**src/rtl/pet_memmap_pkg.sv**
```systemverilog
// rtl/pet_memmap_pkg.sv - PET memory map bounds, expansion control fields and helpers
package pet_memmap_pkg;

  localparam int RAM_ADDR_WIDTH = 17;

  // Stock map region bounds
  localparam logic [15:0] SCREEN_BASE = 16'h8000;
  localparam logic [15:0] SCREEN_END  = 16'h8FFF;
  localparam logic [15:0] ROM_BASE    = 16'h9000;
  localparam logic [15:0] IO_SIZE     = 16'h0800;

  // Bit positions in the expansion control byte; bit 4 has no function
  localparam int CTRL_EXP_EN   = 7;
  localparam int CTRL_IO_PEEK  = 6;
  localparam int CTRL_SCR_PEEK = 5;
  localparam int CTRL_HI_SEL   = 3;
  localparam int CTRL_LO_SEL   = 2;
  localparam int CTRL_WP_HI    = 1;
  localparam int CTRL_WP_LO    = 0;

  // Only the meaningful control fields are kept, so the unused bit never reaches a flop
  typedef struct packed {
    logic exp_en;
    logic io_peek;
    logic scr_peek;
    logic hi_sel;
    logic lo_sel;
    logic wp_hi;
    logic wp_lo;
  } ctrl_t;

  function automatic ctrl_t ctrl_from_byte(input logic [7:0] b);
    ctrl_t c;
    c.exp_en   = b[CTRL_EXP_EN];
    c.io_peek  = b[CTRL_IO_PEEK];
    c.scr_peek = b[CTRL_SCR_PEEK];
    c.hi_sel   = b[CTRL_HI_SEL];
    c.lo_sel   = b[CTRL_LO_SEL];
    c.wp_hi    = b[CTRL_WP_HI];
    c.wp_lo    = b[CTRL_WP_LO];
    return c;
  endfunction

  function automatic logic in_range(input logic [15:0] a, input logic [15:0] lo,
                                    input logic [15:0] hi);
    return (a >= lo) && (a <= hi);
  endfunction

endpackage

```
**src/rtl/io_priority_select.sv**
```systemverilog
// rtl/io_priority_select.sv - MSB-first one-hot encoder for I/O device selects
module io_priority_select #(
  parameter int N = 4
) (
  input  logic [N-1:0] req,
  output logic [N-1:0] onehot
);

  // Scan upward so the highest set request bit is the one left standing
  always_comb begin
    onehot = '0;
    for (int i = 0; i < N; i++) begin
      if (req[i]) begin
        onehot    = '0;
        onehot[i] = 1'b1;
      end
    end
  end

endmodule

```
**src/rtl/pet_banked_address_decoder.sv**
```systemverilog
// rtl/pet_banked_address_decoder.sv - registered PET address decoder with 8096-style banking
module pet_banked_address_decoder
  import pet_memmap_pkg::*;
#(
  parameter logic [15:0] IO_BASE    = 16'hE800,
  parameter int          IO_SEL_LSB = 4,
  parameter int          IO_COUNT   = 4,
  parameter logic [15:0] CTRL_ADDR  = 16'hFFF0,
  parameter bit          EXPANSION  = 1'b1
) (
  input  logic                      clk,
  input  logic                      reset,
  input  logic                      cpu_strobe,
  input  logic [15:0]               cpu_addr,
  input  logic                      cpu_we,
  input  logic [7:0]                cpu_data,
  output logic                      decode_valid,
  output logic [RAM_ADDR_WIDTH-1:0] ram_addr,
  output logic                      ram_enable,
  output logic                      ram_we,
  output logic                      io_enable,
  output logic [IO_COUNT-1:0]       io_select,
  output logic                      is_mirrored,
  output logic                      is_readonly
);

  localparam logic [15:0] IO_LAST = IO_BASE + IO_SIZE - 16'd1;

  ctrl_t ctrl;

  logic                      ctrl_wr;
  logic                      exp_en;
  logic                      io_hit;
  logic                      screen_hit;
  logic                      banked;
  logic [IO_COUNT-1:0]       prio_sel;
  logic [RAM_ADDR_WIDTH-1:0] d_ram_addr;
  logic                      d_ram_en;
  logic                      d_ram_we;
  logic                      d_io_en;
  logic [IO_COUNT-1:0]       d_io_sel;
  logic                      d_mir;
  logic                      d_ro;

  assign ctrl_wr    = EXPANSION && cpu_strobe && cpu_we && (cpu_addr == CTRL_ADDR);
  assign exp_en     = EXPANSION && ctrl.exp_en;
  assign io_hit     = in_range(cpu_addr, IO_BASE, IO_LAST);
  assign screen_hit = in_range(cpu_addr, SCREEN_BASE, SCREEN_END);

  // Upper half is banked unless a peek bit hands a window back to the stock map
  assign banked = exp_en && cpu_addr[15]
                  && !(ctrl.scr_peek && screen_hit)
                  && !(ctrl.io_peek && io_hit);

  io_priority_select #(.N(IO_COUNT)) u_io_sel (
    .req    (cpu_addr[IO_SEL_LSB +: IO_COUNT]),
    .onehot (prio_sel)
  );

  // Control register; the decode of the writing strobe still sees the old value
  always_ff @(posedge clk or posedge reset) begin
    if (reset) begin
      ctrl <= '0;
    end else if (ctrl_wr) begin
      ctrl <= ctrl_from_byte(cpu_data);
    end
  end

  // Combinational decode of the current bus address against stock or banked map
  always_comb begin
    d_ram_addr = {1'b0, cpu_addr};
    d_io_en    = io_hit;
    d_ram_en   = !io_hit;
    d_mir      = screen_hit;
    d_ro       = !io_hit && (cpu_addr >= ROM_BASE);
    d_io_sel   = io_hit ? prio_sel : '0;
    if (banked) begin
      d_ram_addr = {1'b1, cpu_addr[14], cpu_addr[14] ? ctrl.hi_sel : ctrl.lo_sel,
                    cpu_addr[13:0]};
      d_io_en    = 1'b0;
      d_ram_en   = 1'b1;
      d_mir      = 1'b0;
      d_ro       = cpu_addr[14] ? ctrl.wp_hi : ctrl.wp_lo;
      d_io_sel   = '0;
    end
    d_ram_we = cpu_we && d_ram_en && !d_ro;
  end

  // Output stage: capture on strobe, hold otherwise; valid pulses for one cycle
  always_ff @(posedge clk or posedge reset) begin
    if (reset) begin
      decode_valid <= 1'b0;
      ram_addr     <= '0;
      ram_enable   <= 1'b0;
      ram_we       <= 1'b0;
      io_enable    <= 1'b0;
      io_select    <= '0;
      is_mirrored  <= 1'b0;
      is_readonly  <= 1'b0;
    end else begin
      decode_valid <= cpu_strobe;
      if (cpu_strobe) begin
        ram_addr    <= d_ram_addr;
        ram_enable  <= d_ram_en;
        ram_we      <= d_ram_we;
        io_enable   <= d_io_en;
        io_select   <= d_io_sel;
        is_mirrored <= d_mir;
        is_readonly <= d_ro;
      end
    end
  end

endmodule

```
**config.mk**
```make
export PLATFORM = sky130hd
export DESIGN_NAME = pet_banked_address_decoder
export DESIGN_NICKNAME = d
export VERILOG_FILES = /design/src/rtl/pet_memmap_pkg.sv /design/src/rtl/io_priority_select.sv /design/src/rtl/pet_banked_address_decoder.sv
export SDC_FILE = /design/constraint.sdc
export NUM_CORES = 1
export LEC_CHECK = 0
export BUFFER_PORTS_ARGS = -buffer_cell sky130_fd_sc_hd__buf_2
export CORE_MARGIN = 4
export CORE_UTILIZATION = 40
export CTS_BUF_LIST = sky130_fd_sc_hd__clkbuf_4 sky130_fd_sc_hd__clkbuf_8 sky130_fd_sc_hd__clkbuf_16
export DETAILED_ROUTE_END_ITERATION = 10
export PLACE_DENSITY_LB_ADDON = 0.2
export REMOVE_ABC_BUFFERS = 1
export SETUP_SLACK_MARGIN = 0.02
export SKIP_CTS_REPAIR_TIMING = 1
export SYNTH_ARGS = -nofsm -noshare
export SYNTH_HDL_FRONTEND = slang
export SYNTH_SLANG_ARGS = --single-unit
```
**constraint.sdc**
```tcl
create_clock -name clk -period 1.7 [get_ports clk]
set_input_delay 0.17 -clock clk [delete_from_list [all_inputs] [get_ports clk]]
set_output_delay 0.17 -clock clk [all_outputs]
set_load 0.05 [all_outputs]
```
-- Word-level counts from Yosys, hierarchy flattened
Index checks and enable logic that the tools add are counted.
- ROM bits: 0
- word-level logic and storage cells: 50
- memories kept: 0
- RAM bits: 0
- input port bits: 28
- register bits: 34
- bits in latches: 0
- bitwise gates (word level): 0
- eq/ne operators: 1
- multiply operators: 0
- div/mod/pow operators: 0
- muxes and demuxes: 13
- magnitude comparators: 5
- add/sub/neg operators: 0
- shift-type cells: 0
- reductions and logical operators: 16
- operators by type and width (kind ; count):
    16-bit greater-or-equal comparator (second input constant) ; 3
    16-bit <= comparator (second input constant) ; 2
    17-bit two-way mux ; 1
    16-bit equality test (second input constant) ; 1
    1-bit logical AND ; 12
    4-bit two-way mux ; 3
    1-bit two-way mux ; 7
    1-bit zero test ; 4
    3-bit two-way mux ; 1
    2-bit two-way mux ; 1

-- Longest topological paths before layout
Gate-level depths: netlist of run 1.
- word-level depth: 9
- mapped depth: 4
- mapped depth without buffers: 4

-- By module
A second synthesis of run 1 with hierarchy kept.
- cell total of the unflattened synthesis: 114
- area total of the unflattened synthesis: 1501.4 um2
- modules (own cells, without submodules) (module ; cells an instance ; area each (um2) ; times used):
    pet_banked_address_decoder ; 110 ; 1465.2 ; 1
    io_priority_select ; 4 ; 36.3 ; 1

-- Worst setup path before layout of run 1
Ideal clock, no wire load.
- path kind: register to register
- from: register ctrl[5] (netlist name)
- to: register ram_addr[14]
- arrival: 1220 ps
- period minus slack after synthesis: 1345 ps
- buffers on the path: 0
- stages on the path, launching flop included: 5
- path slack: 355 ps
- library setup time: 125 ps
- data required time: 1575 ps
- path through: dfrtp_1 > and3b_1 > a211oi_2 > a2bb2oi_1 > mux2_2
- cells in the longest elaborated chain, start to end: 4
- RTL lines (element ; line ; source):
    start: declaration ; pet_banked_address_decoder.sv:29 ; ctrl_t ctrl;
    start signal: assignment ; pet_banked_address_decoder.sv:65 ; ctrl <= ctrl_from_byte(cpu_data);
    1-bit logical AND ; pet_banked_address_decoder.sv:53 ; && !(ctrl.io_peek && io_hit);
    1-bit zero test ; pet_banked_address_decoder.sv:53 ;
    1-bit logical AND ; pet_banked_address_decoder.sv:53 ;
    17-bit two-way mux ; pet_banked_address_decoder.sv:77 ; if (banked) begin
    end signal: assignment ; pet_banked_address_decoder.sv:103 ; ram_addr <= d_ram_addr;
    end: declaration ; pet_banked_address_decoder.sv:18 ; output logic [RAM_ADDR_WIDTH-1:0] ram_addr,
No other way between the ends.
A chain may end at the register's enable or synchronous reset.

-- Worst setup path after layout of run 1
Same ends and word-level chain as after synthesis.

==> out/metrics.cfg, run 1 <==
[layout]
antenna_cells=0
layout_common_cells=buf_2 (53), dfrtp_1 (34), mux2_2 (20)
final_common_cell=buf_2
syn_to_final_growth_pct=29.1
drive_gt1_share_pct=50.6
multiInputGateArea_sq_um=546
nets=199
seq_area_sq_um=851
nFillCells=328

[yosys]
netlist_area_sq_um=1440
async_flop_share_pct=100
yosys.area.top_type=dfrtp_1
synthTopCellsByArea=dfrtp_1 (59%), mux2_2 (16%), inv_1 (2.3%)
syn_area_per_cell_sq_um=13.0
yosysWarnings=0
ys_seq_area_share_pct=59.0
synth-edff-count=0
synth_top_area_share_pct=59.0
synth_cell_types=32
synth_cells=111
ys_ff_latch=34
synthFlopType=dfrtp_1

[pwr]
power_frac_comb_pct=19.4
p_sw_share_pct=28.8
p_leak_nw=0.933
clkPwrFrac_pct=32.4
sequentialPowerShare_pct=48.1
ir_worst_vdd_mv=0.466
power_density_nw_per_um2=978
p_int_mw=1.30
power.net_switching_uw=524

[sta]
worst_pin_slew_ps=497
setup_ws_ps=176
skew_ps=6.01
min_period_ps=1520
rsz0062_at_grt=no
finalCritPeriodShare_pct=89.7
fin_tns_setup_ps=0
maxSlewViolCount=0
setup_viol=0
fmax_ghz=0.656
hold_viol=0
relSlewSlack_pct=66.3

[setup_path]
cp_data_required_time_ps=1910
reg2regPathDepth=4
path_depth=4
path_class=register to register
critical_path_buf_inv_count=0
cp_data_arrival_time_ps=1740
crit_path_max_fanout=5
path_delay_family=compound AO/OA/AOI/OAI gates
crit_path_max_incr_delay_ps=430
worst_setup_path_end_kind=register
slowest_stage=a211oi_2
crit_path_start_kind=register
critical_path.cell_chain=and3b_1 > a211oi_2 > a2bb2oi_1 > mux2_2

[clock_network]
cts_tree=built
clock-sinks=34
clock_latency_ps=320
h-tree-depth=2
numCtsBuffers=5
cts-root-buf=clkbuf_4
cts.clk_slew.worst_paths_ps=100
clockBufferDepth=2

[global_route]
use_met2_pct=23.6
use_met1_pct=19.7
grt_max_degree=35
grt_use_met3_pct=4.11
grt_pass1_vias=1076
top_usage_layer=met2
grt_use_total_pct=15.2
antenna_found_initial=0
grt_pass1_wl_um=5050
overflow=0

[min_path]
hp-class=input port to register
min_path_cells=2

[routing]
vias_per_cell=4.85
wl_per_cell_um=14.2
drt_iter0_drc=25
wirelength_um=3100
dr.pass1.iters=3
ant_nets=0
drt_drc_violations_left=0
vias=1058

[placement]
dp_worst_setup_slack_ps=158
port-buffer-count=53
place_congestion=0.788
place_hpwl_um=2390

[floorplanning]
chipHeight_um=68.0
die_w_um=68.0
initial_core_util_pct=42.2
core_sq_um=3420
core.rowCount=21
ioPinCount=55
die_area_sq_um=4630

[status]
run_status=completed

[run]
drv_cap=0

metrics by stage:
stage | hold WS (ps) | area, sq um | total power, mW | utilization (%) | cells
floorplan | 201 | 1430 | 1.12 | - | 108
CTS | -74.4 | 1850 | 1.85 | 54.2 | 217
finish | 56.7 | 1860 | 1.82 | 54.5 | 218
detailed placement | 287 | 1770 | 1.25 | 51.8 | 209
global placement | 275 | 1770 | 1.24 | 51.8 | 209
global route | 35.4 | 1860 | 1.90 | 54.5 | 218
kinds of logic after synthesis:
group                  synth area share (%)
multiplexers                           16.3
AND/OR/NAND/NOR                        11.2
buffers and inverters                  3.12
flip-flops                             59.0
AO/OA/AOI/OAI                          10.3
sequential cells by signal, indices dropped and copies added, names as in the netlist:
name / cells
ram_addr: 17
ctrl: 6
io_select: 4
decode_valid: 1
exp_en: 1
io_enable: 1
is_mirrored: 1
is_readonly: 1
ram_enable: 1
ram_we: 1
routing by layer:
metal  vias to the layer above  wire [um]
met5                         -          0
met4                         0         34
met3                         4        179
met2                        34       1490
met1                       500       1390
li1                        520          -
synth_stat cells (2+ instances only):
| master | instances |
|---|---|
| a21oi_1 | 2 |
| clkbuf_1 | 2 |
| dfrtp_1 | 34 |
| inv_1 | 9 |
| mux2_2 | 20 |
| nand2_1 | 6 |
| nand3_1 | 2 |
| nor2_1 | 4 |
| nor2b_1 | 2 |
| o21ai_0 | 5 |
| o2bb2ai_1 | 3 |
| or2_1 | 2 |
power by group through the flow:
stage | Sequential (mW) | Combinational [mW] | Clock [mW]
floorplan | 1.05 | 0.0715 | 0
CTS | 0.876 | 0.357 | 0.612
detailed placement | 0.892 | 0.357 | 0
global placement | 0.888 | 0.352 | 0
global route | 0.882 | 0.378 | 0.645
finish | 0.875 | 0.354 | 0.590
final timing paths:
check,start,endpoint,slack (ps)
worst max register to register,ctrl[5],ram_addr[14],180
worst min register to register,ram_enable,ram_enable,490
min in group asynchronous,reset,ram_enable,490
worst max-delay path,ctrl[5],ram_addr[14],180
worst min-delay path,cpu_addr[5],io_select[0],60
max in group asynchronous,reset,ctrl[4],920
final cells by class:
cell class                      count  area share [%]
Clock inverter                      1            1.61
Inverter                            9            1.82
Tap cell                           46            3.09
Timing Repair Buffer               56            15.6
Sequential cell                    34            45.7
Clock buffer                        7            2.82
Multi-Input combinational cell     65            29.3
worst register-to-register path: stages, from the launching register on:
cell and delay, ps:
dfrtp_1 400, and3b_1 190, a211oi_2 430, a2bb2oi_1 110, mux2_2 270
Note: power is estimated with default switching activity, not from simulation.
==> run 2: changes to the inputs <==
CTS_CLUSTER_SIZE = 14   (was default)
clock period = 1.67 ns   (was 1.7 ns; I/O delays follow)
==> run 2 against run 1 <==
  * Combinational power grew 2%
  * Clock skew fell by 0.75 ps
  * Die area stayed put
  * Final cell count shrank 0.46%
==> out/metrics.cfg, run 2 (synthesized netlist as in run 1, its figures left out) <==
[layout]
antenna_cells=0  ; unchanged
layout_common_cells=buf_2 (53), dfrtp_1 (34), mux2_2 (20)  ; unchanged
finalInstanceArea_sq_um=1840  ; was 1860 sq um
syn_to_final_growth_pct=27.4  ; was 29.1%
top_regs=ram_addr x17, ctrl x6, io_select x4  ; unchanged
largest_register=ram_addr  ; unchanged
final_common_cell=buf_2  ; unchanged
drive_gt1_share_pct=50.3  ; was 50.6%
nets=200  ; was 199
largest_reg_flops=17  ; unchanged
nFillCells=335  ; was 328

[floorplanning]
core_sq_um=3420  ; unchanged
core.rowCount=21  ; unchanged
chipHeight_um=68.0  ; unchanged
die_area_sq_um=4630  ; unchanged
die_w_um=68.0  ; unchanged
ioPinCount=55  ; unchanged
initial_core_util_pct=42.2  ; unchanged

[placement]
place_congestion=0.789  ; was 0.788
postPlaceCellArea_sq_um=1780  ; was 1770 sq um
port-buffer-count=53  ; unchanged
place_hpwl_um=2430  ; was 2390 um
dp_worst_setup_slack_ps=105  ; was 158 ps

[sta]
skew_ps=5.27  ; was 6.01 ps
fmax_ghz=0.674  ; was 0.656 GHz
setup_viol=0  ; unchanged
rsz0062_at_grt=no  ; unchanged
fin_tns_setup_ps=0  ; unchanged
worst_pin_slew_ps=440  ; was 497 ps
maxSlewViolCount=0  ; unchanged
hold_viol=0  ; unchanged
setup_ws_ps=187  ; was 176 ps
min_period_ps=1480  ; was 1520 ps
finalCritPeriodShare_pct=88.8  ; was 89.7%
relSlewSlack_pct=70.2  ; was 66.3%

[global_route]
overflow=0  ; unchanged
antenna_found_initial=0  ; unchanged
grt_pass1_vias=1114  ; was 1076
grt_max_degree=35  ; unchanged
grt_pass1_wl_um=5110  ; was 5050 um
grt_use_total_pct=15.4  ; was 15.2%

[setup_path]
critical_path_buf_inv_count=0  ; unchanged
path_delay_family=compound AO/OA/AOI/OAI gates  ; unchanged
slowest_stage=dfrtp_1  ; was a211oi_2
cp_data_arrival_time_ps=1700  ; was 1740 ps
path_class=register to register  ; unchanged
critical_path.cell_chain=and3b_1 > a211oi_2 > a2bb2oi_1 > mux2_2  ; unchanged
crit_path_max_incr_delay_ps=400  ; was 430 ps
crit_path_max_fanout=5  ; unchanged
crit_path_start_kind=register  ; unchanged
worst_setup_path_end_kind=register  ; unchanged
r2r_slack_ps=190  ; was 180 ps
cp_data_required_time_ps=1890  ; was 1910 ps

[clock_network]
cts.clk_slew.worst_paths_ps=90  ; was 100 ps
numCtsBuffers=5  ; unchanged
clock_latency_ps=330  ; was 320 ps
clock-sinks=34  ; unchanged
cts-root-buf=clkbuf_4  ; unchanged
h-tree-depth=2  ; unchanged
clockBufferDepth=2  ; unchanged
cts_tree=built  ; unchanged

[routing]
vias_per_cell=5.02  ; was 4.85
dr.pass1.iters=4  ; was 3
wirelength_um=3120  ; was 3100 um
wl_per_cell_um=14.4  ; was 14.2 um
ant_nets=0  ; unchanged
vias=1089  ; was 1058
drt_drc_violations_left=0  ; unchanged
drt_iter0_drc=38  ; was 25

[pwr]
finalPower_mw=1.68  ; was 1.82 mW
ir_worst_vdd_mv=0.449  ; was 0.466 mV
p_leak_nw=0.922  ; was 0.933 nW
power_density_nw_per_um2=917  ; was 978 nW/um^2

[status]
run_status=completed  ; unchanged

[run]
drv_cap=0  ; unchanged

[min_path]
hp-class=input port to register  ; unchanged

==> run 2: path summary, 6_finish.rpt <==
| check | start | to | depth (start not counted) |
|---|---|---|---|
| max | ctrl[5] | ram_addr[14] | 4 |
| min | cpu_addr[5] | io_select[0] | 2 |
| max reg2reg | ctrl[5] | ram_addr[14] | 4 |
| min reg2reg | ram_enable | ram_enable | 1 |
| max in group asynchronous | reset | ctrl[1] | 4 |
| min in group asynchronous | reset | ram_addr[16] | 4 |
==> run 2: final cells by class <==
type	instances	area (sq um)	area share, %
Timing Repair Buffer	57	298	16.2
Tap cell	46	57.6	3.13
Sequential cell	34	851	46.3
Inverter	9	33.8	1.84
Multi-Input combinational cell	65	546	29.7
Clock buffer	6	51.3	2.79
==> run 2: report_power, final <==
group,switching [mW],internal [mW],total (mW),leakage [nW]
sequential,0.0223,0.868,0.891,0.428
clock,0.242,0.189,0.432,0.0302
combinational,0.260,0.102,0.362,0.463
==> run 2: metrics by stage <==
stage,hold slack (ps),utilization [%],std cells
after global routing,35.6,53.8,217
final,49.0,53.8,217
after global placement,274,52.0,210
after CTS,-77.7,53.5,216
after floorplan,198,-,108
after detailed placement,280,52.0,210
==> run 2: layer usage <==
layer,up-vias,GRT usage [%],wire length (um)
met5,-,0,0
met4,0,8.19,65
met3,7,4.27,225
met2,44,24.4,1520
met1,518,19.1,1310
li1,520,-,-
==> run 3: changes to the inputs <==
CORE_UTILIZATION = 48   (was 40)
==> run 3 against run 2 <==
  * Routed wire length shrank 3.8%
  * Critical path depth stayed put
  * Sequential power is essentially flat
  * Combinational power hardly changed
  * Global-route usage grew 1.9 points
  * Maximum frequency is 2.2% lower
  * Register-to-register slack got worse by 30 ps
  * Count of clock-buffer cells in the layout increased by 1
  * Clock skew up 7.7 ps
  * Sequential share of layout area shrank 0.31 points
  * Via count decreased by 1.4%
  * Non-clock buffer count did not move
  * Critical endpoint unchanged
  * Largest cell class unchanged
  * Largest power group unchanged
==> out/metrics.cfg, run 3 (synthesized netlist as in run 1, its figures left out) <==
[status]
run_status=completed  ; unchanged

[global_route]
grt_pass1_wl_um=5350  ; was 5110 um
grt_pass1_vias=1106  ; was 1114
grt_max_degree=35  ; unchanged
overflow=0  ; unchanged
grt_use_total_pct=17.4  ; was 15.4%
antenna_found_initial=0  ; unchanged

[floorplanning]
core_sq_um=2810  ; was 3420 sq um
ioPinCount=55  ; unchanged
core.rowCount=19  ; was 21
die_w_um=62.8  ; was 68.0 um
initial_core_util_pct=51.4  ; was 42.2%
die_area_sq_um=3940  ; was 4630 sq um
chipHeight_um=62.8  ; was 68.0 um

[routing]
ant_nets=0  ; unchanged
wirelength_um=3000  ; was 3120 um
wl_per_cell_um=14.7  ; was 14.4 um
vias_per_cell=5.26  ; was 5.02
drt_iter0_drc=18  ; was 38
vias=1074  ; was 1089
drt_drc_violations_left=0  ; unchanged
dr.pass1.iters=4  ; unchanged

[sta]
maxSlewViolCount=0  ; unchanged
setup_viol=0  ; unchanged
rsz0062_at_grt=yes  ; was no
min_period_ps=1520  ; was 1480 ps
skew_ps=13.0  ; was 5.27 ps
fmax_ghz=0.660  ; was 0.674 GHz
hold_viol=0  ; unchanged
setup_ws_ps=154  ; was 187 ps
worst_pin_slew_ps=536  ; was 440 ps
relSlewSlack_pct=63.7  ; was 70.2%
finalCritPeriodShare_pct=90.8  ; was 88.8%
fin_tns_setup_ps=0  ; unchanged

[layout]
syn_to_final_growth_pct=28.3  ; was 27.4%
drive_gt1_share_pct=50.9  ; was 50.3%
top_regs=ram_addr x17, ctrl x6, io_select x4  ; unchanged
nets=200  ; unchanged
largest_reg_flops=17  ; unchanged
final_common_cell=buf_2  ; unchanged
layout_common_cells=buf_2 (53), dfrtp_1 (34), mux2_2 (20)  ; unchanged
largest_register=ram_addr  ; unchanged
fin_util_pct=65.9  ; was 53.8%
antenna_cells=0  ; unchanged

[clock_network]
clock_latency_ps=330  ; about the same
clock-sinks=34  ; unchanged
cts-root-buf=clkbuf_4  ; unchanged
cts_tree=built  ; unchanged
cts.clk_slew.worst_paths_ps=100  ; was 90 ps
numCtsBuffers=5  ; unchanged
h-tree-depth=2  ; unchanged
clockBufferDepth=2  ; unchanged

[placement]
place_congestion=0.808  ; was 0.789
port-buffer-count=53  ; unchanged
place_hpwl_um=2310  ; was 2430 um
dp_worst_setup_slack_ps=141  ; was 105 ps

[setup_path]
path_class=register to register  ; unchanged
crit_path_start_kind=register  ; unchanged
crit_path_max_incr_delay_ps=420  ; was 400 ps
slowest_stage=a211oi_2  ; was dfrtp_1
worst_setup_path_end_kind=register  ; unchanged
cp_data_required_time_ps=1890  ; about the same
cp_data_arrival_time_ps=1740  ; was 1700 ps
crit_path_max_fanout=5  ; unchanged
critical_path.cell_chain=and3b_1 > a211oi_2 > a2bb2oi_1 > mux2_2  ; unchanged

[run]
drv_cap=0  ; unchanged

[pwr]
sequentialPowerShare_pct=47.8  ; was 52.9%
clkPwrFrac_pct=32.7  ; was 25.6%
power.net_switching_uw=539  ; was 525 uW
ir_worst_vdd_mv=0.678  ; was 0.449 mV
p_leak_nw=0.938  ; was 0.922 nW
power_density_nw_per_um2=1010  ; was 917 nW/um^2
p_int_mw=1.32  ; was 1.16 mW
p_sw_share_pct=29.0  ; was 31.2%
power_frac_comb_pct=19.4  ; was 21.5%

[min_path]
hp-class=input port to register  ; unchanged

==> run 3: cell count changes in the layout (fill, tap and decap cells not counted), sizes merged <==
cell    change
bufinv      +1
clkbuf      +1
==> run 3: area by class of cell <==
type,instances,area (sq um)
inverters,9,33.8
flip-flops and latches,34,851
repair buffers,57,298
fillers,253,956
clock inverters,1,30.0
clock buffers,7,52.6
multi-input cells,65,546
well taps,31,38.8
==> run 3: stage by stage <==
step	std cells	total power [mW]	hold WS (ps)	instance area, sq um
after floorplan	108	1.14	198	1430
after global placement	195	1.26	272	1760
after detailed placement	195	1.27	286	1760
after CTS	203	1.88	-81.5	1840
after global routing	204	1.95	39.0	1850
final	204	1.86	54.1	1850
==> run 3: final timing paths <==
path | startpoint | endpoint | slack, ps | depth (start not counted)
setup / recovery | ctrl[5] | ram_addr[14] | 150 | 4
hold / removal | cpu_addr[5] | io_select[0] | 50 | 2
setup reg to reg | ctrl[5] | ram_addr[14] | 150 | 4
hold reg to reg | ram_enable | ram_enable | 500 | 1
max in group asynchronous | reset | ctrl[0] | 900 | 4
min in group asynchronous | reset | ram_addr[10] | 460 | 4
==> run 3: power by group through the flow <==
| stage | clock network [mW] | registers, mW | logic [mW] |
|---|---|---|---|
| floorplan | 0 | 1.07 | 0.0728 |
| global placement | 0 | 0.904 | 0.359 |
| detailed placement | 0 | 0.906 | 0.364 |
| CTS | 0.629 | 0.890 | 0.364 |
| global route | 0.669 | 0.896 | 0.385 |
| finish | 0.609 | 0.889 | 0.362 |
==> run 3: metal layers <==
| metal | track usage [%] | wire, um |
|---|---|---|
| met1 | 23.2 | 1340 |
| met2 | 25.8 | 1390 |
| met3 | 7.19 | 236 |
| met4 | 4.96 | 39 |
| met5 | 0 | 0 |
==> run 3: worst max-delay path, delay by kind of cell (launching register included) <==
kind | cells | cell delay [ps]
mux | 1 | 270
compound gates | 2 | 530
flops | 1 | 410
simple gates | 1 | 200
